<file path="config.mk">
export PLATFORM = sky130hd
export DESIGN_NAME = mon_date_counter
export DESIGN_NICKNAME = d
export VERILOG_FILES = /design/src/rtl/mon_date_counter_pkg.sv /design/src/rtl/mon_date_counter_days_lut.sv /design/src/rtl/mon_date_counter.sv
export SDC_FILE = /design/constraint.sdc
export NUM_CORES = 1
export LEC_CHECK = 0
export ABC_AREA = 0
export BUFFER_PORTS_ARGS = -buffer_cell sky130_fd_sc_hd__buf_4
export CELL_PAD_IN_SITES_DETAIL_PLACEMENT = 0
export CELL_PAD_IN_SITES_GLOBAL_PLACEMENT = 1
export CORE_MARGIN = 1
export CORE_UTILIZATION = 38
export DETAILED_ROUTE_END_ITERATION = 16
export GPL_TIMING_DRIVEN = 0
export HOLD_SLACK_MARGIN = 0.15
export PLACE_DENSITY_LB_ADDON = 0.1
export SYNTH_ARGS = -nofsm -noshare
export SYNTH_HDL_FRONTEND = slang
export SYNTH_SLANG_ARGS = --single-unit
</file>
<file path="constraint.sdc">
create_clock -name clk -period 2.65 [get_ports clk]
set_input_delay 0.1325 -clock clk [delete_from_list [all_inputs] [get_ports clk]]
set_output_delay 0.1325 -clock clk [all_outputs]
set_load 0.01 [all_outputs]
</file>
<file path="src/rtl/mon_date_counter_pkg.sv">
// Shared constants and helpers for the calendar month/date register.
// Holds the BCD month codes, the BCD day-count values, the one-hot
// per-cycle operation encoding and a BCD increment helper.
package mon_date_counter_pkg;

  localparam logic [7:0] MON_JAN = 8'h01;
  localparam logic [7:0] MON_FEB = 8'h02;
  localparam logic [7:0] MON_MAR = 8'h03;
  localparam logic [7:0] MON_APR = 8'h04;
  localparam logic [7:0] MON_MAY = 8'h05;
  localparam logic [7:0] MON_JUN = 8'h06;
  localparam logic [7:0] MON_JUL = 8'h07;
  localparam logic [7:0] MON_AUG = 8'h08;
  localparam logic [7:0] MON_SEP = 8'h09;
  localparam logic [7:0] MON_OCT = 8'h10;
  localparam logic [7:0] MON_NOV = 8'h11;
  localparam logic [7:0] MON_DEC = 8'h12;

  localparam logic [7:0] DIM_28     = 8'h28;
  localparam logic [7:0] DIM_29     = 8'h29;
  localparam logic [7:0] DIM_30     = 8'h30;
  localparam logic [7:0] DIM_31     = 8'h31;
  localparam logic [7:0] DATE_FIRST = 8'h01;

  // One-hot operation selected each cycle, highest priority in the MSB.
  typedef enum logic [3:0] {
    OP_IDLE     = 4'b0001,
    OP_SET_DATE = 4'b0010,
    OP_SET_MON  = 4'b0100,
    OP_AUTO     = 4'b1000
  } op_e;

  // Two-digit BCD increment; ones 9 -> 0 carries into tens.
  function automatic logic [7:0] bcd_inc(input logic [7:0] v);
    logic [7:0] r;
    if (v[3:0] == 4'd9) r = {v[7:4] + 4'd1, 4'd0};
    else                r = {v[7:4], v[3:0] + 4'd1};
    return r;
  endfunction

endpackage

</file>
<file path="src/rtl/mon_date_counter_days_lut.sv">
// Days-in-month lookup (combinational).
// Ports:
//   mon_bcd   in  8  BCD month 01..12
//   leap_year in  1  1 = February has 29 days
//   dim_bcd   out 8  BCD number of days in mon_bcd
module mon_days_lut
  import mon_date_counter_pkg::*;
(
  input  logic [7:0] mon_bcd,
  input  logic       leap_year,
  output logic [7:0] dim_bcd
);

  always_comb begin
    dim_bcd = DIM_31;
    case (mon_bcd)
      MON_APR, MON_JUN, MON_SEP, MON_NOV: dim_bcd = DIM_30;
      MON_FEB:                            dim_bcd = leap_year ? DIM_29 : DIM_28;
      default:                            dim_bcd = DIM_31;
    endcase
  end

endmodule

</file>
<file path="src/rtl/mon_date_counter.sv">
// Calendar month/date register for the date-setting path.
// Counts days from the midnight carry, accepts month/date set pulses,
// and flags the Dec 31 -> Jan 01 rollover with a one-cycle year carry.
// Ports:
//   clk        in   1  system clock
//   rst        in   1  asynchronous active-high reset
//   day_carry  in   1  midnight pulse from the time-of-day counter
//   inc_mon    in   1  month-set pulse
//   inc_date   in   1  date-set pulse
//   leap_year  in   1  level, 1 = February has 29 days
//   mon_bcd    out  8  BCD month 01..12
//   date_bcd   out  8  BCD date 01..dim
//   year_carry out  1  registered pulse on automatic 12/31 -> 01/01
//
// Per-cycle operation (decoded combinationally, no state of its own):
//   op          | meaning
//   OP_AUTO     | day_carry: advance date, roll month/year at end of month
//   OP_SET_MON  | inc_mon: advance month, clamp date to new month length
//   OP_SET_DATE | inc_date: advance date, wrap within current month
//   OP_IDLE     | hold
module mon_date_counter
  import mon_date_counter_pkg::*;
#(
  parameter logic [7:0] INIT_MON  = 8'h01,
  parameter logic [7:0] INIT_DATE = 8'h01
) (
  input  logic       clk,
  input  logic       rst,
  input  logic       day_carry,
  input  logic       inc_mon,
  input  logic       inc_date,
  input  logic       leap_year,
  output logic [7:0] mon_bcd,
  output logic [7:0] date_bcd,
  output logic       year_carry
);

  op_e        op;
  logic [7:0] dim_cur;
  logic [7:0] dim_nxt;
  logic [7:0] mon_inc;
  logic [7:0] date_inc;
  logic       mon_wrap;
  logic       date_wrap;
  logic [7:0] mon_d;
  logic [7:0] date_d;
  logic       year_carry_d;

  mon_days_lut u_dim_cur (
    .mon_bcd   (mon_bcd),
    .leap_year (leap_year),
    .dim_bcd   (dim_cur)
  );

  assign mon_wrap = (mon_bcd >= MON_DEC);
  assign mon_inc  = mon_wrap ? MON_JAN : bcd_inc(mon_bcd);

  // Length of the month we would move to; used only by the set-month clamp.
  mon_days_lut u_dim_nxt (
    .mon_bcd   (mon_inc),
    .leap_year (leap_year),
    .dim_bcd   (dim_nxt)
  );

  // >= rather than == so a stale 29 Feb after leap_year drops still wraps.
  // BCD ordering matches binary ordering, so a plain compare is enough.
  assign date_wrap = (date_bcd >= dim_cur);
  assign date_inc  = date_wrap ? DATE_FIRST : bcd_inc(date_bcd);

  always_comb begin
    op = OP_IDLE;
    if (day_carry)     op = OP_AUTO;
    else if (inc_mon)  op = OP_SET_MON;
    else if (inc_date) op = OP_SET_DATE;
  end

  always_comb begin
    mon_d        = mon_bcd;
    date_d       = date_bcd;
    year_carry_d = 1'b0;
    case (op)
      OP_AUTO: begin
        date_d = date_inc;
        if (date_wrap) begin
          mon_d        = mon_inc;
          year_carry_d = mon_wrap;
        end
      end
      OP_SET_MON: begin
        mon_d  = mon_inc;
        date_d = (date_bcd > dim_nxt) ? dim_nxt : date_bcd;
      end
      OP_SET_DATE: begin
        date_d = date_inc;
      end
      default: begin
      end
    endcase
  end

  always_ff @(posedge clk or posedge rst) begin
    if (rst) begin
      mon_bcd    <= INIT_MON;
      date_bcd   <= INIT_DATE;
      year_carry <= 1'b0;
    end else begin
      mon_bcd    <= mon_d;
      date_bcd   <= date_d;
      year_carry <= year_carry_d;
    end
  end

endmodule

</file>
# Yosys cells after proc, flatten, opt, wreduce, memory -nomap -nowiden
# Cells that the tools add are included.
[word_totals]
output_inout_bits = 17
inputBits = 6
wordCells = 53
ff_bits = 17
[op_classes]
add_sub_neg = 4
eq_ne = 18
magnitude_cmp = 3
muxes = 16
n_reduce_logical = 8
[ops]
columns = ["operator", "count"]
rows = [
  ["$pmux 8 s2", 4],
  ["$mux 8", 6],
  ["$eq 8x3->1 const B", 4],
  ["$add 4x1->4 const B", 4],
  ["$eq 8x2->1 const B", 2],
  ["$eq 8x4->1 const B", 2],
  ["$eq 8x5->1 const B", 2],
  ["$eq 4x4->1 const B", 3],
  ["$ge 8x5->1 const B", 1],
  ["$ge 8x8->1", 1],
  ["$gt 8x8->1", 1],
  ["$reduce_or 4->1", 2],
  ["$eq 4x2->1 const B", 1],
  ["$eq 4x3->1 const B", 1],
  ["$mux 4", 1],
  ["$ne 2x2->1 const B", 2],
  ["$reduce_and 2->1", 2],
  ["$reduce_bool 2->1", 2],
  ["$mux 1", 3],
  ["$mux 3", 1],
  ["$ne 3x1->1 const B", 1],
  ["$reduce_and 3->1", 1],
  ["$mux 2", 1],
  ["$reduce_or 2->1", 1],
]

# Logic depth before layout (Yosys ltp)
# Gate-level depths: netlist of run 1.
[depth]
word_depth = 9
depth_mapped = 13
depth_no_buf = 12

# Hierarchy
# A second synthesis of run 1 with hierarchy kept.
[hier_totals]
cells_unflattened = 190
hier_area_um2 = 1682.9
[modules_own_cells]
columns = ["module", "instances", "area_per_inst_um2", "seq_area_each_um2", "cells_each"]
rows = [
  ["mon_date_counter", 1, 1452.6, 427.9, 158],
  ["mon_days_lut", 2, 115.1, 0.0, 16],
]

# Worst setup path after synthesis of run 1
# Ideal clock, no wire load.
[synth_path]
path_type = "register to register"
from = "register mon_bcd[4]"
to = "register date_bcd[3]"
setup_ns = 0.137
path_stages_with_launch = 12
setup_slack_ns = 0.012
required_ns = 2.513
n_path_buf = 1
synth_period_minus_slack_ns = 2.638
arrival_time_ns = 2.501
cell_sequence = "dfrtp_1 inv_1 ha_1 nor4bb_1 o211ai_1 o31ai_1 nand3_1 ha_1 a41oi_1 a221oi_2 buf_4 o221ai_1"
[synth_between]
elab_chain_len = 9
word_cells_on_any_way = 25
classes_between = "add/sub (1); order compare (3); eq/ne (11); mux (7); reduce/logical (3)"
[synth_rtl]
columns = ["item", "line", "text"]
rows = [
  ["start, declared", "mon_date_counter.sv:33", "output logic [7:0] mon_bcd,"],
  ["start signal, assigned", "mon_date_counter.sv:107", "mon_bcd <= mon_d;"],
  ["$add 4x1->4", "mon_date_counter_pkg.sv:36", "if (v[3:0] == 4'd9) r = {v[7:4] + 4'd1, 4'd0};"],
  ["$mux 8", "mon_date_counter_pkg.sv:36", ""],
  ["$mux 8", "mon_date_counter.sv:56", "assign mon_inc = mon_wrap ? MON_JAN : bcd_inc(mon_bcd);"],
  ["$eq 8x3->1 (tied with other cells)", "mon_date_counter_days_lut.sv:16", "case (mon_bcd)"],
  ["$reduce_or 4->1", "mon_date_counter_days_lut.sv:16", ""],
  ["$pmux 8 s2", "mon_date_counter_days_lut.sv:16", ""],
  ["$gt 8x8->1", "mon_date_counter.sv:91", "date_d = (date_bcd > dim_nxt) ? dim_nxt : date_bcd;"],
  ["$ne 2x2->1 (no source line)", "n/a", ""],
  ["$reduce_and 2->1 (no source line)", "n/a", ""],
  ["end signal, assigned", "mon_date_counter.sv:108", "date_bcd <= date_d;"],
  ["end, declared", "mon_date_counter.sv:34", "output logic [7:0] date_bcd,"],
]
# Several ways; a longest one is shown, not always the timed one. The select of a mux whose other input is x is not followed.
# A chain may end at the register's enable or synchronous reset.

# Worst setup path after layout of run 1
[layout_path]
from = "register mon_bcd[5]"
to = "register date_bcd[2]"
# Same word-level chain as after synthesis.

==> impl_results.md, run 1 <==
- CTS sink cnt: 17
- Port Buffers: 22
- Arrival @ worst endpoint: about 2.9 ns
- Fin nets: 209
- Clock latency on the worst-skew pair: 0.30 ns
- Routability cong.: roughly 0.84
- Post-DRT Antenna Nets: 0
- Num rows: 21
- Antenna diodes: 0
- DIE WIDTH: 61.6 um
- Vias per cell: 5.56
- Via count: 1,312
- Failing checks: negative setup slack
- Slew HR: 53.1%
- Global Route Usage Sum: around 20%
- Iteration-0 DRC Markers: 75
- Max-cap viol count: 0
- Final Slew Violations: 0
- Worst vdd ir: 526 uV
- RSZ-0062 raised after global routing: yes
- Worst min path class: primary input to register
- Syn Area/Cell: 9.17 um2
- Syn Nets: 165
- Seq/Total Area, Yosys: around a third
- Asr flop ratio synth: 100%
- Skew final: between 0.005 and 0.006 ns
- First-pass GRT wire length: 5560 um
- Post-synthesis cell count: between 100 and 150
- Worst Max-Slew Pin Slew: 0.703 ns
- DRC viols: 0
- Die area: 0.00379 mm2
- Hold_ws: 0.289 ns
- # H-tree levels: 1
- Final period util: 100%
- Cells after DPL: 215
- Library cells used by synthesis: 54
- Share of layout cells above drive strength 1: 39.5%
- Status: finished, violations left
- Dpl ws: -0.269 ns
- DP HPWL: 2520 um
- Fmax: approximately 0.38 GHz
- Critical path required time: 2.87 ns
- Final Hold Fails: 0
- Leakage: approximately 0.84 nW
- Critical Setup Path Class: register to register
- Root buf cell: clkbuf_4
- Mapped cell area: 0.00135 mm2
- Chip height: 61.6 um
- Antenna violations before repair: 0
- Total power: 2.14 mW
- CP Capture Type: register
- Worst Path Max Fanout: 5
- Synthesis Warnings: 0
- Finish-stage setup viols: 1
- Top_reg_cell synth: dfrtp_1
- CTS clk-pin slew, worst paths: 0.12 ns
- Drt wl/cell: 15.0 um
- Initial DRT Pass Iterations: 4
- Wirelength, routed: 3550 um
- Post-route setup slack: -0.00247 ns
- Synth Register Bits: 17
- Commonest non-fill, non-tap cells in the layout: buf_4 (36), dfrtp_1 (14), nor2_1 (11)
- Post-layout util: between 50% and 60%
- I/O pin count: 23
- TritonCTS clock tree: done
- Largest net degree at the start of global routing: 18
- Overflow after GRT: 0
- Setup crit start kind: register
- Clk buf depth: 2
- Vias in the first global route: 1,228
- Period minus WS final: around 2.7 ns
- Initial core utilization: 40.1%
- Commonest non-fill, non-tap cell in the layout: buf_4
- PD cells: about 1200 mW/mm2
- Core area: 0.00336 mm2
- Num CTS Buffers: 3
- Synth-to-Final Area Change: 34.1%
- Non-Filler Instances: between 200 and 250
- Post-synth EDFFs: 0
critical path, cell delays in order (launching register included):
cell      delay (ns)
dfrtp_1         0.44
inv_2           0.11
ha_4            0.21
nor4bb_1        0.26
o211ai_1        0.13
o31ai_1         0.08
nand3_1         0.16
ha_1            0.33
a41oi_2         0.11
a221oi_2        0.34
buf_4           0.20
inv_2           0.04
a31oi_1         0.16
stage by stage:
step,cell area (um2),TNS [ns]
2_1_floorplan,1350,0
3_3_place_gp,1570,-2.29
3_5_place_dp,1570,-2.32
4_1_cts,1730,0
5_1_grt,1810,-1.45
6_report,1810,-0.00247
where the power goes:
| part | leakage (nW) | internal, mW | total [mW] | switching, mW |
|---|---|---|---|---|
| combinational | 0.601 | 0.730 | 1.51 | 0.782 |
| clock | 0.0177 | 0.0562 | 0.150 | 0.0939 |
| sequential | 0.216 | 0.355 | 0.479 | 0.124 |
| total | 0.835 | 1.14 | 2.14 | 1.00 |
flip-flops by register name, indices dropped and copies added, names as in the netlist:
name and cells:
year_carry 1, mon_bcd 8, date_bcd 8
synth_stat cells (2+ instances only):
library cell  count  share of area [%]
nand3_1           5                1.9
a21oi_1          11                4.1
o22ai_1           3                1.4
a31oi_1           5                2.3
dfrtp_1          15                 28
nand2_1          10                2.8
o221ai_1          2                1.3
a22oi_1           2                1.1
dfstp_2           2                3.9
or2_2             2               0.93
inv_1            11                3.1
nor2_1           12                3.3
o31ai_1           2                1.1
nor4b_4           2                3.5
a32o_1            3                2.2
clkbuf_1          2               0.56
ha_1             12                 11
inv_2             2               0.56
nor2b_1           3                1.4
a21o_1            2                1.1
o21ai_1           3                1.1
o21ai_0           2               0.74
nand2b_1          3                1.4
per-layer routing:
metal	GRT usage [%]	wire length, um
met4	6.98	28
met5	0	0
met3	2.52	189
met2	30.1	1600
met1	29.6	1730
area by class of cell:
cell class	instances	area [um2]
clock buffer	3	22.5
buffer	5	42.5
sequential	17	429
clock inverter	1	5.00
fill	343	1560
multi-input combinational	113	910
inverter	13	48.8
tap	46	57.6
timing repair buffer	38	292
kinds of logic (layout without fill, tap and decap cells):
family / count (synthesis) / in the layout / share of synthesized area [%]
buffers and inverters: 18 / 60 / 5.94
AO/OA/AOI/OAI: 50 / 50 / 27.5
flip-flops: 17 / 17 / 31.8
AND/OR/NAND/NOR: 49 / 50 / 22.9
multiplexers: 1 / 1 / 0.743
adder cells (fa/ha/maj): 12 / 12 / 11.1
repair_timing:
item | 4_1_cts | 5_1_grt
hold endpoints to repair | 16 | 0
resized for setup | 10 | 16
gates cloned | 1 | 1
hold buffers | 2 | 0
endpoints found under the setup margin | 15 | 14
setup buffers | 10 | 3
pin swaps | 12 | 11
path summary, 6_finish.rpt:
check,startpoint,endpoint,slack [ns],depth (start not counted)
min in group asynchronous,rst,date_bcd[3],0.48,3
max in group asynchronous,rst,mon_bcd[4],1.68,3
min,inc_date,date_bcd[5],0.29,4
min reg2reg,date_bcd[7],date_bcd[7],0.55,1
max reg2reg,mon_bcd[5],date_bcd[2],-0.002,12
max,mon_bcd[5],date_bcd[2],-0.002,12
(Power assumes the default switching activity.)
==> inputs of run 2 (changes only) <==
--- a/config.mk
+++ b/config.mk
@@ -10,7 +10,7 @@
 export CELL_PAD_IN_SITES_DETAIL_PLACEMENT = 0
 export CELL_PAD_IN_SITES_GLOBAL_PLACEMENT = 1
 export CORE_MARGIN = 1
-export CORE_UTILIZATION = 38
+export CORE_UTILIZATION = 42
 export DETAILED_ROUTE_END_ITERATION = 16
 export GPL_TIMING_DRIVEN = 0
 export HOLD_SLACK_MARGIN = 0.15
==> constraint.sdc (replaced) <==
create_clock -name clk -period 2.5 [get_ports clk]
set_input_delay 0.125 -clock clk [delete_from_list [all_inputs] [get_ports clk]]
set_output_delay 0.125 -clock clk [all_outputs]
set_load 0.01 [all_outputs]
==> run 2 against run 1 <==
  * The run still ends with negative setup slack left
  * Global-route usage up 1.7 points
  * Non-clock buffer count up 4
  * Critical endpoint is now date_bcd[3]
  * Clock skew down 0.00054 ns
  * Hold slack worse by 0.045 ns
  * Highest routed layer unchanged
==> impl_results.md, run 2 (same netlist as run 1, synthesis figures left out) <==
- Status: finished, violations left
- Failing checks: negative setup slack
- Fin nets: 213 (+1.9%)
- CTS sink cnt: 17 (unchanged)
- CP Capture Type: register
- Worst vdd ir: 562 uV (+6.8%)
- Cell family with most CP delay: simple AND/OR/NAND/NOR gates
- Crit. Startpoint: mon_bcd[5]
- Worst Path Max Fanout: 5 (unchanged)
- R2r setup slk: -0.15 ns (-0.15 ns)
- Die area: 0.00344 mm2 (-9.2%)
- Vias per cell: 5.60 (+0.75%)
- Commonest non-fill, non-tap cells in the layout: buf_4 (39), dfrtp_1 (14), nor2_1 (10), nand2_1 (10)
- Slowest CP cell: dfrtp_1
- RSZ-0062 raised after global routing: yes
- Fillers: 281 (-18%)
- Global Route Usage Sum: 21.8% (+1.7 points)
- PD cells: 1260 mW/mm2 (+6.7%)
- Clk buf depth: 2 (unchanged)
- Crit-path max cell delay: 0.43 ns (about the same)
- Iteration-0 DRC Markers: 52 (-31%)
- CTS clk-pin slew, worst paths: 0.10 ns (-0.02 ns)
- Fmax: 0.377 GHz (+0.11%)
- Critical Setup Path Class: register to register
- Chip height: 58.6 um (-4.7%)
- Worst min path class: primary input to register
- Finish-stage setup viols: 8 (+7)
- CP cell instances: or3_4, nor4b_4, buf_4, inv_4, ha_4, nor4b_4, o21bai_1, a221oi_2, buf_4, o221ai_1
- Critical path required time: 2.67 ns (-0.20 ns)
- Arrival @ worst endpoint: 2.82 ns (-0.06 ns)
- TritonCTS clock tree: done
- Reg2reg end: date_bcd[3]
- Cells after DPL: 213 (-0.93%)
- Hold_sp: inc_date
- Commonest non-fill, non-tap cell in the layout: buf_4
- Setup crit start kind: register
- Max-cap viol count: 0 (unchanged)
- Final Slew Violations: 0 (unchanged)
- Synth-to-Final Area Change: 40.9%
- Vias in the first global route: 1,254 (+2.1%)
- Antenna violations before repair: 0 (unchanged)
- Root buf cell: clkbuf_4
- Routability cong.: 0.864 (+2.5%)
- Worst Path Buf+Inv: 3 (unchanged)
- # H-tree levels: 1 (unchanged)
- Leakage: 0.871 nW (+4.2%)
- Final Hold Fails: 0 (unchanged)
- Wirelength, routed: 3690 um (+4.0%)
- Worst Max-Slew Pin Slew: 0.662 ns (-0.0407 ns)
- Worst r2r src: mon_bcd[5]
- Clock latency on the worst-skew pair: 0.29 ns (about the same)
- Worst r2r path cells: 10 (-2)
- Top flop regs: date_bcd (8), mon_bcd (8), year_carry (1)
- Drt wl/cell: 15.5 um (+3.2%)
- Initial core utilization: 44.1% (+4.1 points)
- DIE WIDTH: 58.6 um (-4.7%)
- Post-route setup slack: -0.150 ns (-0.147 ns)
- CP endpoint: date_bcd[3]
- Crit path depth: 10 (-2)
- Via count: 1,333 (+1.6%)
- Overflow after GRT: 0 (unchanged)
- I/O pin count: 23 (unchanged)
- First-pass GRT wire length: 5670 um (+2.0%)
- Final period util: 106% (+5.9 points)
- Port Buffers: 22 (unchanged)
- Core area: 0.00305 mm2 (-9.2%)
- DP HPWL: 2470 um (-2.0%)
- Skew final: 0.00511 ns (-0.000541 ns)
- Post-layout util: 62.2% (+8.5 points)
- Antenna diodes: 0 (unchanged)
- Num CTS Buffers: 3 (unchanged)
- Initial DRT Pass Iterations: 4 (unchanged)
- Post-DRT Antenna Nets: 0 (unchanged)
- Non-Filler Instances: 238 (+0.85%)
- Share of layout cells above drive strength 1: 43.3% (+3.8 points)
- DRC viols: 0 (unchanged)
- Largest net degree at the start of global routing: 18 (unchanged)
- Num rows: 20 (-4.8%)
- Period minus WS final: 2.65 ns (-0.00285 ns)
- Slew HR: 55.8% (+2.7 points)
==> run 2: worst reg2reg max path: cells and delay by family, from the launching register on <==
kind / cells / cell delay (ns)
simple gates: 3 / 0.93
buf+inv: 3 / 0.42
compound gates: 3 / 0.58
fa+ha+maj: 1 / 0.16
flops: 1 / 0.43
==> run 2: area by class of cell <==
cell class	instances	area [um2]	share of cell area, %
flip-flops and latches	17	429	22.6
repair buffers	42	334	17.6
plain buffers	5	46.3	2.44
clock buffers	4	26.3	1.38
well taps	44	55.1	2.90
multi-input cells	113	956	50.4
inverters	13	51.3	2.70
==> run 2: routing by layer <==
layer / track usage, % / wire length, um
met1: 26.7 / 1540
met2: 38.9 / 1950
met3: 2.20 / 123
met4: 9.18 / 72
met5: 0 / 0
==> run 2: stage by stage <==
step | power, mW | instance area [um2] | hold slack [ns] | setup slack, ns | TNS [ns]
2_1_floorplan | 1.45 | 1350 | 0.0495 | 0.00512 | 0
3_3_place_gp | 1.79 | 1570 | 0.273 | -0.229 | -1.69
3_5_place_dp | 1.83 | 1570 | 0.291 | -0.279 | -2.30
4_1_cts | 2.26 | 1810 | 0.230 | -0.110 | -0.655
5_1_grt | 2.59 | 1900 | 0.228 | -0.308 | -2.56
6_report | 2.40 | 1900 | 0.244 | -0.150 | -1.02
==> run 2: what timing repair did <==
action                                 in CTS  in global routing
setup endpoints to repair                  14                 14
gates cloned                                1                  1
pin swaps                                  18                  9
resized for setup                          20                 14
setup buffers                              13                  4
hold buffers                                2                  0
endpoints found under the hold margin      16                  0
==> run 2: worst min-delay path by stage <==
stage | endpoint | slack [ns] | depth (start not counted)
2_1_floorplan | date_bcd[1] | 0.05 | 1
3_3_place_gp | mon_bcd[7] | 0.27 | 2
3_5_place_dp | date_bcd[3] | 0.29 | 2
4_1_cts | date_bcd[0] | 0.23 | 3
5_1_grt | date_bcd[0] | 0.23 | 3
6_report | date_bcd[0] | 0.24 | 3
==> run 2: report_power, final <==
group	total, mW	internal (mW)	switching, mW
clock network	0.150	0.0620	0.0878
registers	0.513	0.376	0.137
logic	1.74	0.855	0.883
==> inputs of run 3 (changes only) <==
--- a/config.mk
+++ b/config.mk
@@ -10,7 +10,8 @@
 export CELL_PAD_IN_SITES_DETAIL_PLACEMENT = 0
 export CELL_PAD_IN_SITES_GLOBAL_PLACEMENT = 1
 export CORE_MARGIN = 1
-export CORE_UTILIZATION = 42
+export CORE_UTILIZATION = 44
+export CTS_BUF_LIST = sky130_fd_sc_hd__clkbuf_8
 export DETAILED_ROUTE_END_ITERATION = 16
 export GPL_TIMING_DRIVEN = 0
 export HOLD_SLACK_MARGIN = 0.15
==> run 3 against run 2 <==
  * The run ends with design-rule violations, negative setup slack left
  * Critical path depth is 2 higher
  * Register-to-register slack worse by 0.07 ns
  * Clock power is 41% higher
  * Power is 3.9% higher
  * Critical path type unchanged
==> impl_results.md, run 3 (same netlist as run 1, synthesis figures left out) <==
- Iteration-0 DRC Markers: 57 (+9.6%)
- Area after DPL: 0.00155 mm2 (-1.0%)
- Met2 global-route usage: 36.9% (-2.0 points)
- Slew HR: 56.2% (+0.33 points)
- Post-route cell area: 0.00193 mm2 (+1.9%)
- Post-route setup slack: -0.220 ns (-0.0699 ns)
- CTS clk-pin slew, worst paths: 0.07 ns (-0.03 ns)
- Worst Max-Slew Pin Slew: 0.657 ns (-0.00495 ns)
- Slowest CP cell: dfrtp_1
- Cells after DPL: 200 (-6.1%)
- Die area: 0.00329 mm2 (-4.4%)
- Final Slew Violations: 0 (unchanged)
- Hold_sp: inc_date
- Share of layout cells above drive strength 1: 44.8% (+1.5 points)
- Arrival @ worst endpoint: 2.90 ns (+0.08 ns)
- Routing usage on met1: 34.7% (+8.0 points)
- Commonest non-fill, non-tap cell in the layout: buf_4
- Root buf cell: clkbuf_8
- Global Route Usage Sum: 23.9% (+2.1 points)
- Worst r2r src: mon_bcd[5]
- Clk buf depth: 2 (unchanged)
- Vias per cell: 6.09 (+8.8%)
- CTS sink cnt: 17 (unchanged)
- DRC viols: 3 (+3)
- Wirelength, routed: 3800 um (+2.9%)
- Critical Setup Path Class: register to register
- Fillers: 232 (-17%)
- Antenna violations before repair: 0 (unchanged)
- Hold_ws: 0.296 ns (+0.0517 ns)
- Max-cap viol count: 0 (unchanged)
- Most Crowded Layer GR: met2
- Routability cong.: 0.895 (+3.7%)
- Post-layout util: 68.4% (+6.2 points)
- R2r setup slk: -0.22 ns (-0.07 ns)
- Drt wl/cell: 17.0 um (+9.8%)
- Crit-path max cell delay: 0.42 ns (about the same)
- Failing checks: design-rule violations, negative setup slack
- Non-Filler Instances: 223 (-6.3%)
- TritonCTS clock tree: done
- Chip height: 57.3 um (-2.2%)
- CP Capture Type: register
- Core area: 0.00283 mm2 (-7.3%)
- CP cell instances: inv_2, ha_4, nor4bb_4, o211ai_1, o31ai_1, nand3_1, ha_4, a41oi_2, a221oi_2, buf_4, inv_4, o22ai_2
- I/O pin count: 23 (unchanged)
- Post-DRT Antenna Nets: 0 (unchanged)
- Clock latency on the worst-skew pair: 0.26 ns (-0.03 ns)
- Antenna diodes: 0 (unchanged)
- # H-tree levels: 1 (unchanged)
- Setup crit start kind: register
- Num CTS Buffers: 3 (unchanged)
- Skew final: 0.000866 ns (-0.00424 ns)
- Critical path required time: 2.68 ns (about the same)
- Reg2reg end: date_bcd[1]
- PD cells: 1290 mW/mm2 (+1.9%)
- Leakage: 0.874 nW (+0.36%)
- Worst Hold Path EP: date_bcd[0]
- DP HPWL: 2360 um (-4.7%)
- Dpl ws: -0.283 ns (-0.00358 ns)
- WHS Path Cells: 3 (unchanged)
- RSZ-0062 raised after global routing: yes
- Worst min path class: primary input to register
- Num rows: 19 (-5.0%)
- Commonest non-fill, non-tap cells in the layout: buf_4 (37), dfrtp_1 (14)
- Largest net degree at the start of global routing: 18 (unchanged)
- Top flop regs: date_bcd (8), mon_bcd (8), year_carry (1)
- Via count: 1,359 (+2.0%)
- Synth-to-Final Area Change: 43.5%
- Critical Path Most Common Cell: ha_4
- Status: finished, violations left
- Worst r2r path cells: 12 (+2)
- Final period util: 109% (+2.8 points)
- Finish-stage setup viols: 9 (+1)
- Fmax: 0.368 GHz (-2.6%)
- Initial DRT Pass Iterations: 12 (+8)
- Initial core utilization: 47.6% (+3.5 points)
- First-pass GRT wire length: 5970 um (+5.2%)
- Fin nets: 211 (-0.94%)
- Vias in the first global route: 1,266 (+0.96%)
- Worst Path Max Fanout: 5 (unchanged)
- Worst vdd ir: 637 uV (+13%)
- Met3 Usage GRT: 2.95% (+0.75 points)
- DIE WIDTH: 57.3 um (-2.2%)
- Overflow after GRT: 0 (unchanged)
- Final Hold Fails: 0 (unchanged)
- Period minus WS final: 2.72 ns (+0.0699 ns)
- Port Buffers: 22 (unchanged)
==> run 3: cell type report <==
| class | count | area [um2] | share of cell area (%) |
|---|---|---|---|
| flip-flops and latches | 17 | 429 | 22.2 |
| inverters | 13 | 51.3 | 2.65 |
| plain buffers | 5 | 46.3 | 2.39 |
| clock inverters | 1 | 3.75 | 0.194 |
| clock buffers | 3 | 41.3 | 2.13 |
| repair buffers | 41 | 318 | 16.4 |
| multi-input cells | 112 | 1010 | 52.0 |
| well taps | 31 | 38.8 | 2.01 |
==> run 3: where the power goes <==
group | switching, mW | total [mW] | internal [mW]
Clock | 0.102 | 0.211 | 0.109
Combinational | 0.911 | 1.77 | 0.858
Sequential | 0.135 | 0.512 | 0.376
==> run 3: worst max-delay path: cells and delay by family (launching register included) <==
| kind | cells | cell delay (ns) |
|---|---|---|
| buffers and inverters | 3 | 0.40 |
| AOI/OAI and AO/OA | 5 | 0.83 |
| adders and majority gates | 2 | 0.53 |
| and+or+nand+nor | 2 | 0.47 |
| DFF | 1 | 0.42 |
==> run 3: per-layer routing <==
metal,up-vias,wire length [um]
li1,648,-
met1,663,1760
met2,41,1830
met3,7,150
met4,0,56
met5,-,0
==> run 3: worst max-delay path by stage <==
stage	startpoint	to	cells after the start
after floorplan	mon_bcd[4]	date_bcd[3]	11
after global placement	mon_bcd[5]	date_bcd[5]	11
after detailed placement	mon_bcd[5]	date_bcd[2]	11
after CTS	mon_bcd[5]	date_bcd[2]	12
after global routing	mon_bcd[5]	date_bcd[2]	12
final	mon_bcd[5]	date_bcd[1]	12
==> run 3: what timing repair did <==
action                     4_1_cts  5_1_grt
gates cloned                     1        0
pin swaps                       16       14
setup endpoints to repair       14       15
hold endpoints to repair        16        0
gates resized for setup         17       23
hold buffers                     2        0
setup buffers                   13        4
==> run 3: per-stage QoR <==
step                setup TNS [ns]  power, mW
CTS                         -0.624       2.24
global placement             -1.69       1.78
floorplan                        0       1.45
detailed placement           -2.28       1.81
finish                       -1.46       2.49
global route                 -3.06       2.68
